File: src/rtl/decode_stage_gen.sv
// Decode stage: register file, sign-extended immediate, branch/jump redirect and a 2-entry output FIFO.
// Optional macro DECODE_BYPASS_EN forwards a same-cycle write-back to the register read ports.
module decode_stage_gen #(
   parameter int XLEN = 32,
   parameter int NREG = 32,
   localparam int AW = (NREG > 1) ? $clog2(NREG) : 1
) (
   input  logic            clk_i,
   input  logic            rst_i,
   input  logic            in_valid_i,
   output logic            in_ready_o,
   input  logic [XLEN-1:0] pc_i,
   input  logic [31:0]     inst_i,
   input  logic            wb_we_i,
   input  logic [AW-1:0]   wb_addr_i,
   input  logic [XLEN-1:0] wb_data_i,
   input  logic            flush_i,
   output logic            out_valid_o,
   input  logic            out_ready_i,
   output logic [5:0]      out_op_o,
   output logic [5:0]      out_funct_o,
   output logic [4:0]      out_rs_o,
   output logic [4:0]      out_rt_o,
   output logic [4:0]      out_rd_o,
   output logic [XLEN-1:0] out_rs_data_o,
   output logic [XLEN-1:0] out_rt_data_o,
   output logic [XLEN-1:0] out_imm_o,
   output logic            br_taken_o,
   output logic            jmp_o,
   output logic [XLEN-1:0] target_o
);

   localparam logic [5:0] OP_LW  = 6'h23;
   localparam logic [5:0] OP_BEQ = 6'h04;
   localparam logic [5:0] OP_J   = 6'h02;

   typedef struct packed {
      logic [5:0]      op;
      logic [5:0]      funct;
      logic [4:0]      rs;
      logic [4:0]      rt;
      logic [4:0]      rd;
      logic [XLEN-1:0] rs_data;
      logic [XLEN-1:0] rt_data;
      logic [XLEN-1:0] imm;
   } entry_t;

   logic [XLEN-1:0] regs_q [NREG];
   logic [XLEN-1:0] regs_d [NREG];
   entry_t          fifo_q [2];
   entry_t          fifo_d [2];
   logic            wr_ptr_q, wr_ptr_d;
   logic            rd_ptr_q, rd_ptr_d;
   logic [1:0]      count_q, count_d;
   logic            load_pend_q, load_pend_d;
   logic [4:0]      load_rt_q, load_rt_d;

   logic [5:0]      op;
   logic [4:0]      rd_addr [2];
   logic [XLEN-1:0] rd_data [2];
   logic [XLEN-1:0] imm;
   logic [XLEN-1:0] br_tgt;
   logic [XLEN-1:0] jmp_tgt;
   logic [27:0]     jmp_field;
   logic            hazard;
   logic            push;
   logic            pop;
   entry_t          new_entry;

   assign op         = inst_i[31:26];
   assign rd_addr[0] = inst_i[25:21];
   assign rd_addr[1] = inst_i[20:16];
   assign imm        = {{(XLEN-16){inst_i[15]}}, inst_i[15:0]};
   assign br_tgt     = pc_i + (imm << 2);
   assign jmp_field  = {inst_i[25:0], 2'b00};

   // Jump target keeps the PC bits above the 28-bit region when the datapath is wide enough.
   generate
      if (XLEN > 28) begin : g_jmp_wide
         assign jmp_tgt = {pc_i[XLEN-1:28], jmp_field};
      end else begin : g_jmp_narrow
         assign jmp_tgt = jmp_field[XLEN-1:0];
      end
   endgenerate

   genvar gi;
   generate
      for (gi = 0; gi < 2; gi++) begin : g_rd_port
         logic in_range;
         assign in_range = (32'(rd_addr[gi]) < NREG);
         always_comb begin
            rd_data[gi] = '0;
            if (in_range) begin
               rd_data[gi] = regs_q[rd_addr[gi][AW-1:0]];
`ifdef DECODE_BYPASS_EN
               if (wb_we_i && (wb_addr_i != '0) && (rd_addr[gi][AW-1:0] == wb_addr_i)) begin
                  rd_data[gi] = wb_data_i;
               end
`endif
            end
         end
      end
   endgenerate

   assign hazard      = load_pend_q && (load_rt_q != 5'd0) &&
                        ((load_rt_q == rd_addr[0]) || (load_rt_q == rd_addr[1]));
   assign in_ready_o  = (count_q < 2'd2) && !hazard && !flush_i && !rst_i;
   assign out_valid_o = (count_q != 2'd0);
   assign push        = in_valid_i && in_ready_o;
   assign pop         = out_valid_o && out_ready_i;

   assign new_entry = '{op: op, funct: inst_i[5:0], rs: rd_addr[0], rt: rd_addr[1],
                        rd: inst_i[15:11], rs_data: rd_data[0], rt_data: rd_data[1], imm: imm};

   assign br_taken_o = push && (op == OP_BEQ) && (rd_data[0] == rd_data[1]);
   assign jmp_o      = push && (op == OP_J);
   assign target_o   = br_taken_o ? br_tgt : (jmp_o ? jmp_tgt : '0);

   assign out_op_o      = fifo_q[rd_ptr_q].op;
   assign out_funct_o   = fifo_q[rd_ptr_q].funct;
   assign out_rs_o      = fifo_q[rd_ptr_q].rs;
   assign out_rt_o      = fifo_q[rd_ptr_q].rt;
   assign out_rd_o      = fifo_q[rd_ptr_q].rd;
   assign out_rs_data_o = fifo_q[rd_ptr_q].rs_data;
   assign out_rt_data_o = fifo_q[rd_ptr_q].rt_data;
   assign out_imm_o     = fifo_q[rd_ptr_q].imm;

   always_comb begin
      regs_d = regs_q;
      if (wb_we_i && (wb_addr_i != '0)) begin
         regs_d[wb_addr_i] = wb_data_i;
      end
   end

   // Flush wins over a simultaneous pop; push cannot coincide with flush since in_ready_o is low.
   always_comb begin
      fifo_d   = fifo_q;
      wr_ptr_d = wr_ptr_q;
      rd_ptr_d = rd_ptr_q;
      count_d  = count_q;
      if (push) begin
         fifo_d[wr_ptr_q] = new_entry;
      end
      if (flush_i) begin
         wr_ptr_d = 1'b0;
         rd_ptr_d = 1'b0;
         count_d  = 2'd0;
      end else begin
         if (push) wr_ptr_d = ~wr_ptr_q;
         if (pop)  rd_ptr_d = ~rd_ptr_q;
         case ({push, pop})
            2'b10:   count_d = count_q + 2'd1;
            2'b01:   count_d = count_q - 2'd1;
            default: count_d = count_q;
         endcase
      end
   end

   always_comb begin
      load_pend_d = !flush_i && push && (op == OP_LW);
      load_rt_d   = load_pend_d ? rd_addr[1] : 5'd0;
   end

   always_ff @(posedge clk_i) begin
      if (rst_i) begin
         for (int i = 0; i < NREG; i++) regs_q[i] <= '0;
         for (int i = 0; i < 2; i++) fifo_q[i] <= '0;
         wr_ptr_q    <= 1'b0;
         rd_ptr_q    <= 1'b0;
         count_q     <= 2'd0;
         load_pend_q <= 1'b0;
         load_rt_q   <= 5'd0;
      end else begin
         regs_q      <= regs_d;
         fifo_q      <= fifo_d;
         wr_ptr_q    <= wr_ptr_d;
         rd_ptr_q    <= rd_ptr_d;
         count_q     <= count_d;
         load_pend_q <= load_pend_d;
         load_rt_q   <= load_rt_d;
      end
   end

endmodule

File: config.mk
export PLATFORM = sky130hd
export DESIGN_NAME = decode_stage_gen
export DESIGN_NICKNAME = d
export VERILOG_FILES = /design/src/rtl/decode_stage_gen.sv
export SDC_FILE = /design/constraint.sdc
export NUM_CORES = 2
export LEC_CHECK = 0
export ABC_CLOCK_PERIOD_IN_PS = 11300
export BUFFER_PORTS_ARGS = -buffer_cell sky130_fd_sc_hd__clkbuf_2
export CORE_UTILIZATION = 28
export CTS_BUF_LIST = sky130_fd_sc_hd__clkbuf_8
export DETAILED_ROUTE_END_ITERATION = 6
export MAX_ROUTING_LAYER = met4
export PLACE_DENSITY = 0.41
export SLEW_MARGIN = 20
export SYNTH_ARGS = -nofsm -noshare
export SYNTH_HDL_FRONTEND = slang
export SYNTH_SLANG_ARGS = --single-unit
File: constraint.sdc
create_clock -name clk_i -period 11.3 [get_ports clk_i]
set_input_delay 1.695 -clock clk_i [delete_from_list [all_inputs] [get_ports clk_i]]
set_output_delay 1.695 -clock clk_i [all_outputs]
set_load 0.005 [all_outputs]
# Word level (Yosys, flattened, before mapping)
# Index checks and enable logic that the tools add are counted.
[totals]
ff_bits = 1280
inputBits = 107
wordCells = 123
[op_classes]
n_addsub = 3
order_cmp = 8
n_eq_ne = 8
mux = 18
bitwise = 8
n_reduce_logical = 25
[ops]
columns = ["op", "count"]
rows = [
  ["$bwmux 1024", 1],
  ["$mux 123", 4],
  ["$bmux 32 s5", 2],
  ["$bwmux 246", 1],
  ["$mux 32", 7],
  ["$demux 32 s5", 1],
  ["$demux 123 s1", 1],
  ["$add 32x32->32", 1],
  ["$eq 32x32->1", 1],
  ["$ge 6x6->1 const B", 3],
  ["$not 5->6", 3],
  ["$logic_and 1x1->1", 15],
  ["$eq 5x5->1", 2],
  ["$reduce_bool 5->1", 2],
  ["$eq 6x2->1 const B", 1],
  ["$eq 6x3->1 const B", 1],
  ["$eq 6x6->1 const B", 1],
  ["$lt 6x1->1 const B", 1],
  ["$ge 2x2->1 const B", 2],
  ["$not 1->2", 2],
  ["$pmux 2 s2", 1],
  ["$reduce_bool 2->1", 2],
  ["$reduce_or 2->1", 2],
  ["$logic_not 1->1", 3],
  ["8 further kinds", 10],
]

# Longest topological paths before layout
[depth]
word_depth = 12
mapped_depth = 19
depth_no_buf = 12

# Least setup slack after synthesis
# No wires, ideal clock.
[synth_timing]
path_kind = "input to output"
from = "in inst_i[21]"
to = "out target_o[29]"
arrival_ns = 5.213
required_ns = 9.605
path_slack_ns = 4.392
stages = 17
path_cell_list = "buf_2 -> buf_4 -> buf_2 -> buf_2 -> buf_2 -> mux4_2 -> a22oi_1 -> nand3_1 -> nor3_1 -> xnor2_1 -> nand4b_2 -> nor4_4 -> nand2_2 -> buf_6 -> clkinv_2 -> buf_8 -> a32o_1"
[synth_via]
elab_chain_len = 11
word_cells_on_any_way = 18
[synth_lines]
columns = ["item", "line_no", "rtl"]
rows = [
  ["start, declared", "13", "input logic [31:0] inst_i,"],
  ["parallel branches: the longest is 9 deep, another holds $bmux 32 s5", "n/a", ""],
  ["$logic_and 1x1->1 (*)", "115", "assign br_taken_o = push && (op == OP_BEQ) && (rd_data[0] == rd_data[1]);"],
  ["named net br_taken_o", "28", "output logic br_taken_o,"],
  ["$mux 32 (*)", "117", "assign target_o = br_taken_o ? br_tgt : (jmp_o ? jmp_tgt : '0);"],
  ["end, declared", "30", "output logic [XLEN-1:0] target_o"],
]
# Mark *: on every way through the listed nets, which the timed path passes. The select of a mux whose other input is x is not followed.

# Final worst setup path
[layout_timing]
from = "in inst_i[21]"
to = "out target_o[29]"
[layout_via]
elab_chain_len = 11
word_cells_on_any_way = 18
[layout_lines]
columns = ["item", "line_no"]
rows = [
  ["parallel branches: the longest is 10 deep, another holds $bmux 32 s5", "n/a"],
  ["$mux 32 (*)", "117"],
]
# Every way passes the cells marked *. The select of a mux whose other input is x is not followed.

==> results_tabular.tex <==
\begin{tabular}{lr}
\hline
Metric & Value \\
\hline
\multicolumn{2}{l}{\textbf{STA}} \\
\quad Setup Total Neg Slack & 0 ns \\
\quad Worst max-slew margin expressed relative to the limit & 11.4\% \\
\quad Max Freq & 0.104 GHz \\
\quad Clock period minus final worst setup slack & 9.61 ns \\
\quad Final hold violation count & 0 \\
\quad Total of endpoints with negative setup slack in the final report & 0 \\
\quad Number of max-slew violations in the final report & 0 \\
\quad Worst slew pin tran & 1.33 ns \\
\quad RSZ-0062 raised after global routing & false \\
\quad Share of the cycle needed by the critical path after routing & 85.0\% \\
\quad Worst clock skew & 0.0406 ns \\
\multicolumn{2}{l}{\textbf{Min path}} \\
\quad Hold Crit Start & fifo\_q[234] \\
\quad Type of the most critical hold path & reg -> reg \\
\quad Hold path endpoint & fifo\_q[234] \\
\quad Worst Hold Path Cells & 2 \\
\multicolumn{2}{l}{\textbf{Clocking}} \\
\quad Number of H-tree levels & 4 \\
\quad Maximum number of buffers from clock root to sink & 3 \\
\quad Clk pin slew, worst setup/hold paths & approximately 0.060 ns \\
\quad Sinks on the clock net & roughly 1200 \\
\quad Number of buffers inserted during clock tree synthesis & 222 \\
\quad Number of hold buffers added after cts & 0 \\
\quad TritonCTS clock tree & built \\
\quad Post-CTS setup buffers & 0 \\
\quad Total of cells resized after clock tree synthesis & 0 \\
\quad Root Driver & clkbuf\_8 \\
\quad Clk\_lat worst skew & 1.00 ns \\
\multicolumn{2}{l}{\textbf{Pwr}} \\
\quad NetSw & about 2.8 mW \\
\quad Worst IR drop on VDD & 128 uV \\
\quad Internal portion of total power & 6.89 mW \\
\quad Clk pwr share & 44.5\% \\
\quad Switching Share & between 20\% and 30\% \\
\quad Leakage power of the design & 24.5 nW \\
\quad Relative contribution of combinational cells to total power & between 10\% and 20\% \\
\quad Register share of total power & 45.2\% \\
\quad Pwr/cell area & 137 nW/um2 \\
\multicolumn{2}{l}{\textbf{Critical path}} \\
\quad Worst reg-to-reg setup slack & 7.63 ns \\
\quad Crit Reg-Reg Startpoint & load\_rt\_q[4] \\
\quad Kind of end point of the critical path & primary output \\
\quad Worst path arrival time & 7.91 ns \\
\quad Worst R2R Path Depth & 9 \\
\quad Endpoint of the worst register-to-register path & fifo\_q[176] \\
\quad Worst setup path class & in -> out \\
\quad Sort of element at the start of the critical path & input port \\
\quad Highest net fanout along the worst path & 66 \\
\quad Required time of the critical path & 9.61 ns \\
\multicolumn{2}{l}{\textbf{Logic synthesis}} \\
\quad Syn nets & 7531 \\
\quad Portion of netlist area occupied by mux cells & between 20\% and 30\% \\
\quad Number of instances in the synthesized netlist & 7393 \\
\quad Dominant cell type by area after synthesis & dfxtp\_1 \\
\quad Seq/Total Area, Yosys & around two fifths \\
\quad Post-synth EDFFs & 0 \\
\quad Count of warnings emitted by yosys & 0 \\
\quad Synthesized area & about 62000 um2 \\
\quad Main combinational cell family by area after synthesis & multiplexers \\
\quad Number of library cell types mapped by synthesis & 71 \\
\quad Share of synthesized cell area in and, or, nand and nor gates & between 10\% and 20\% \\
\quad Mean post-synth cell area & between 8 and 9 um2 \\
\quad Largest cells by area after synthesis & dfxtp\_1 39\%, nand2\_1 14\%, mux4\_2 13\% \\
\quad Dominant synthesized flop cell & dfxtp\_1 \\
\quad Asr flop ratio synth & 0\% \\
\quad Total of flip-flops plus latches after synthesis & between 1000 and 1500 \\
\quad Adder-cell share of the synthesized area & 0.633\% \\
\quad XOR/XNOR share of the synthesized area & 0.884\% \\
\quad Share of the synthesized area in the top cell type & about two fifths \\
\quad Post-synthesis compound-gate area fraction & roughly 15\% \\
\multicolumn{2}{l}{\textbf{Global route}} \\
\quad Largest net degree at the start of global routing & 99 \\
\quad Global-route wire length before repair & 436 mm \\
\quad Gr usage total & 28.1\% \\
\quad Total congestion overflow after global routing & 0 \\
\quad Antenna violations before repair & 27 \\
\quad Vias in the first global route & 54400 \\
\multicolumn{2}{l}{\textbf{Final layout}} \\
\quad Multi-input gate area & 35300 um2 \\
\quad Most common cell after layout, fill and taps aside & nand2\_1 \\
\quad \# fillers & between 20000 and 25000 \\
\quad Share of the core filled with cells in the final layout & about 32\% \\
\quad Final Net Count & between 7000 and 8000 \\
\quad Commonest non-fill, non-tap cells in the layout & 2247 x nand2\_1, 1225 x dfxtp\_1, 1132 x a21oi\_1, 361 x mux4\_2, 330 x mux2i\_1 \\
\quad Storage element area & 24500 um2 \\
\quad Signed area change from the synthesized netlist to the final layout & 13.2\% \\
\quad Share of post-route cells with drive strength above 1 & between 15 and 20\% \\
\multicolumn{2}{l}{\textbf{Die}} \\
\quad Initial standard-cell utilization of the core & 28.3\% \\
\quad Die ar. & 225000 um2 \\
\quad Die H & between 400 and 500 um \\
\quad Ports placed on the boundary & roughly 270 \\
\quad Core area & 221000 um2 \\
\quad Chip Width & approximately 470 um \\
\quad Placement row count & between 150 and 200 \\
\multicolumn{2}{l}{\textbf{Placed design}} \\
\quad Final HPWL from detailed placement & 193 mm \\
\quad Number of port buffers & 265 \\
\quad RD Place Congestion & 0.906 \\
\multicolumn{2}{l}{\textbf{Route}} \\
\quad Number of violations reported at the end of detailed-routing iteration 0 & 6710 \\
\quad Vias per std cell & 5.56 \\
\quad Total routed wirelength & 316 mm \\
\quad WL per Instance & 30.2 um \\
\quad Number of vias in the routed layout & between 50000 and 60000 \\
\quad Pre-Repair DR Iteration Count & 6 \\
\quad Number of nets with antenna violations after routing & 0 \\
\quad DRC violation count after routing & 0 \\
\multicolumn{2}{l}{\textbf{Run status}} \\
\quad Outcome & completed \\
\multicolumn{2}{l}{\textbf{Flow run}} \\
\quad Number of max-cap violations & 0 \\
\hline
\end{tabular}
==> cells in the mapped netlist, types with 42 or more instances <==
cell type / number
nand3_1: 59
buf_2: 94
mux2i_1: 330
o21ai_0: 71
nor2_1: 275
mux2_2: 131
nand2_1: 2280
clkbuf_1: 533
buf_4: 44
o22ai_1: 42
mux4_2: 361
a21oi_1: 1132
nor3_1: 95
a22oi_1: 103
a211oi_1: 75
dfxtp_1: 1226
nor2b_1: 60
==> flip-flops by register name (all words and copies together), names as in the netlist <==
signal	flops
count_q	2
regs_q	1024
wr_ptr_q	1
fifo_q	192
load_rt_q	5
rd_ptr_q	1
load_pend_q	1
==> worst max-delay path by stage <==
stage                from            to  slack, ns  depth (start not counted)
3_3_place_gp   inst_i[21]  target_o[29]       1.83                         14
2_1_floorplan  inst_i[21]  target_o[29]       4.39                         17
6_report       inst_i[21]  target_o[29]       1.69                         14
5_1_grt        inst_i[21]  target_o[29]       1.49                         14
3_5_place_dp   inst_i[21]  target_o[29]       1.78                         14
4_1_cts        inst_i[21]  target_o[29]       1.75                         14
==> power groups by stage <==
| stage | clock network (mW) | registers, mW | logic [mW] |
|---|---|---|---|
| finish | 4.33 | 4.39 | 0.993 |
| global route | 4.59 | 4.40 | 1.03 |
| CTS | 4.39 | 4.39 | 0.975 |
| detailed placement | 0 | 4.49 | 0.974 |
| global placement | 0 | 4.49 | 0.971 |
| floorplan | 0 | 4.48 | 0.577 |
==> area by class of cell <==
type	instances	area share, %
clock inverter	116	0.837
antenna	19	0.0673
multi-input combinational	5437	50.0
timing repair buffer	401	3.60
tap	2958	5.24
clock buffer	280	5.45
inverter	17	0.0920
sequential	1226	34.7
==> through the flow <==
step	hold slack, ns	worst slack (ns)	cell area (um2)	power (mW)	instances
after floorplan	0.433	4.39	62400	5.06	7393
after global placement	0.438	1.83	66200	5.46	10000
after detailed placement	0.443	1.78	66200	5.46	10000
after CTS	0.451	1.75	70600	9.76	10400
after global routing	0.468	1.49	70700	10.0	10500
final	0.450	1.69	70700	9.71	10500
==> routing by layer <==
layer | vias to the layer above | track usage (%) | part of all wire [%] | wire (um)
li1 | 25600 | - | - | -
met1 | 29100 | 36.4 | 43 | 135000
met2 | 2867 | 42.4 | 44 | 140000
met3 | 557 | 6.04 | 8.8 | 27700
met4 | 0 | 11.0 | 4.1 | 13000
met5 | - | - | 0 | 0
==> cells by family (layout without fill, tap and decap cells) <==
group / Yosys count / after routing
muxes: 822 / 822
AOI/OAI and AO/OA: 1603 / 1603
DFF: 1226 / 1226
buffers and inverters: 730 / 814
and+or+nand+nor: 2918 / 2918
adders and majority gates: 31 / 31
xor gates and xnor gates: 63 / 63
other: 0 / 19
==> worst max-delay path, cell delays in order <==
cell,delay (ns)
clkbuf_8,0.66
buf_4,0.69
mux4_2,0.58
mux2i_1,0.22
o22a_1,0.24
o2111ai_1,0.23
xor2_1,0.30
nor3_1,0.93
nand4_1,0.29
nor4_4,0.74
nand2_2,0.47
clkinv_2,0.36
a32o_1,0.22
clkbuf_2,0.11
(Power assumes the default switching activity.)
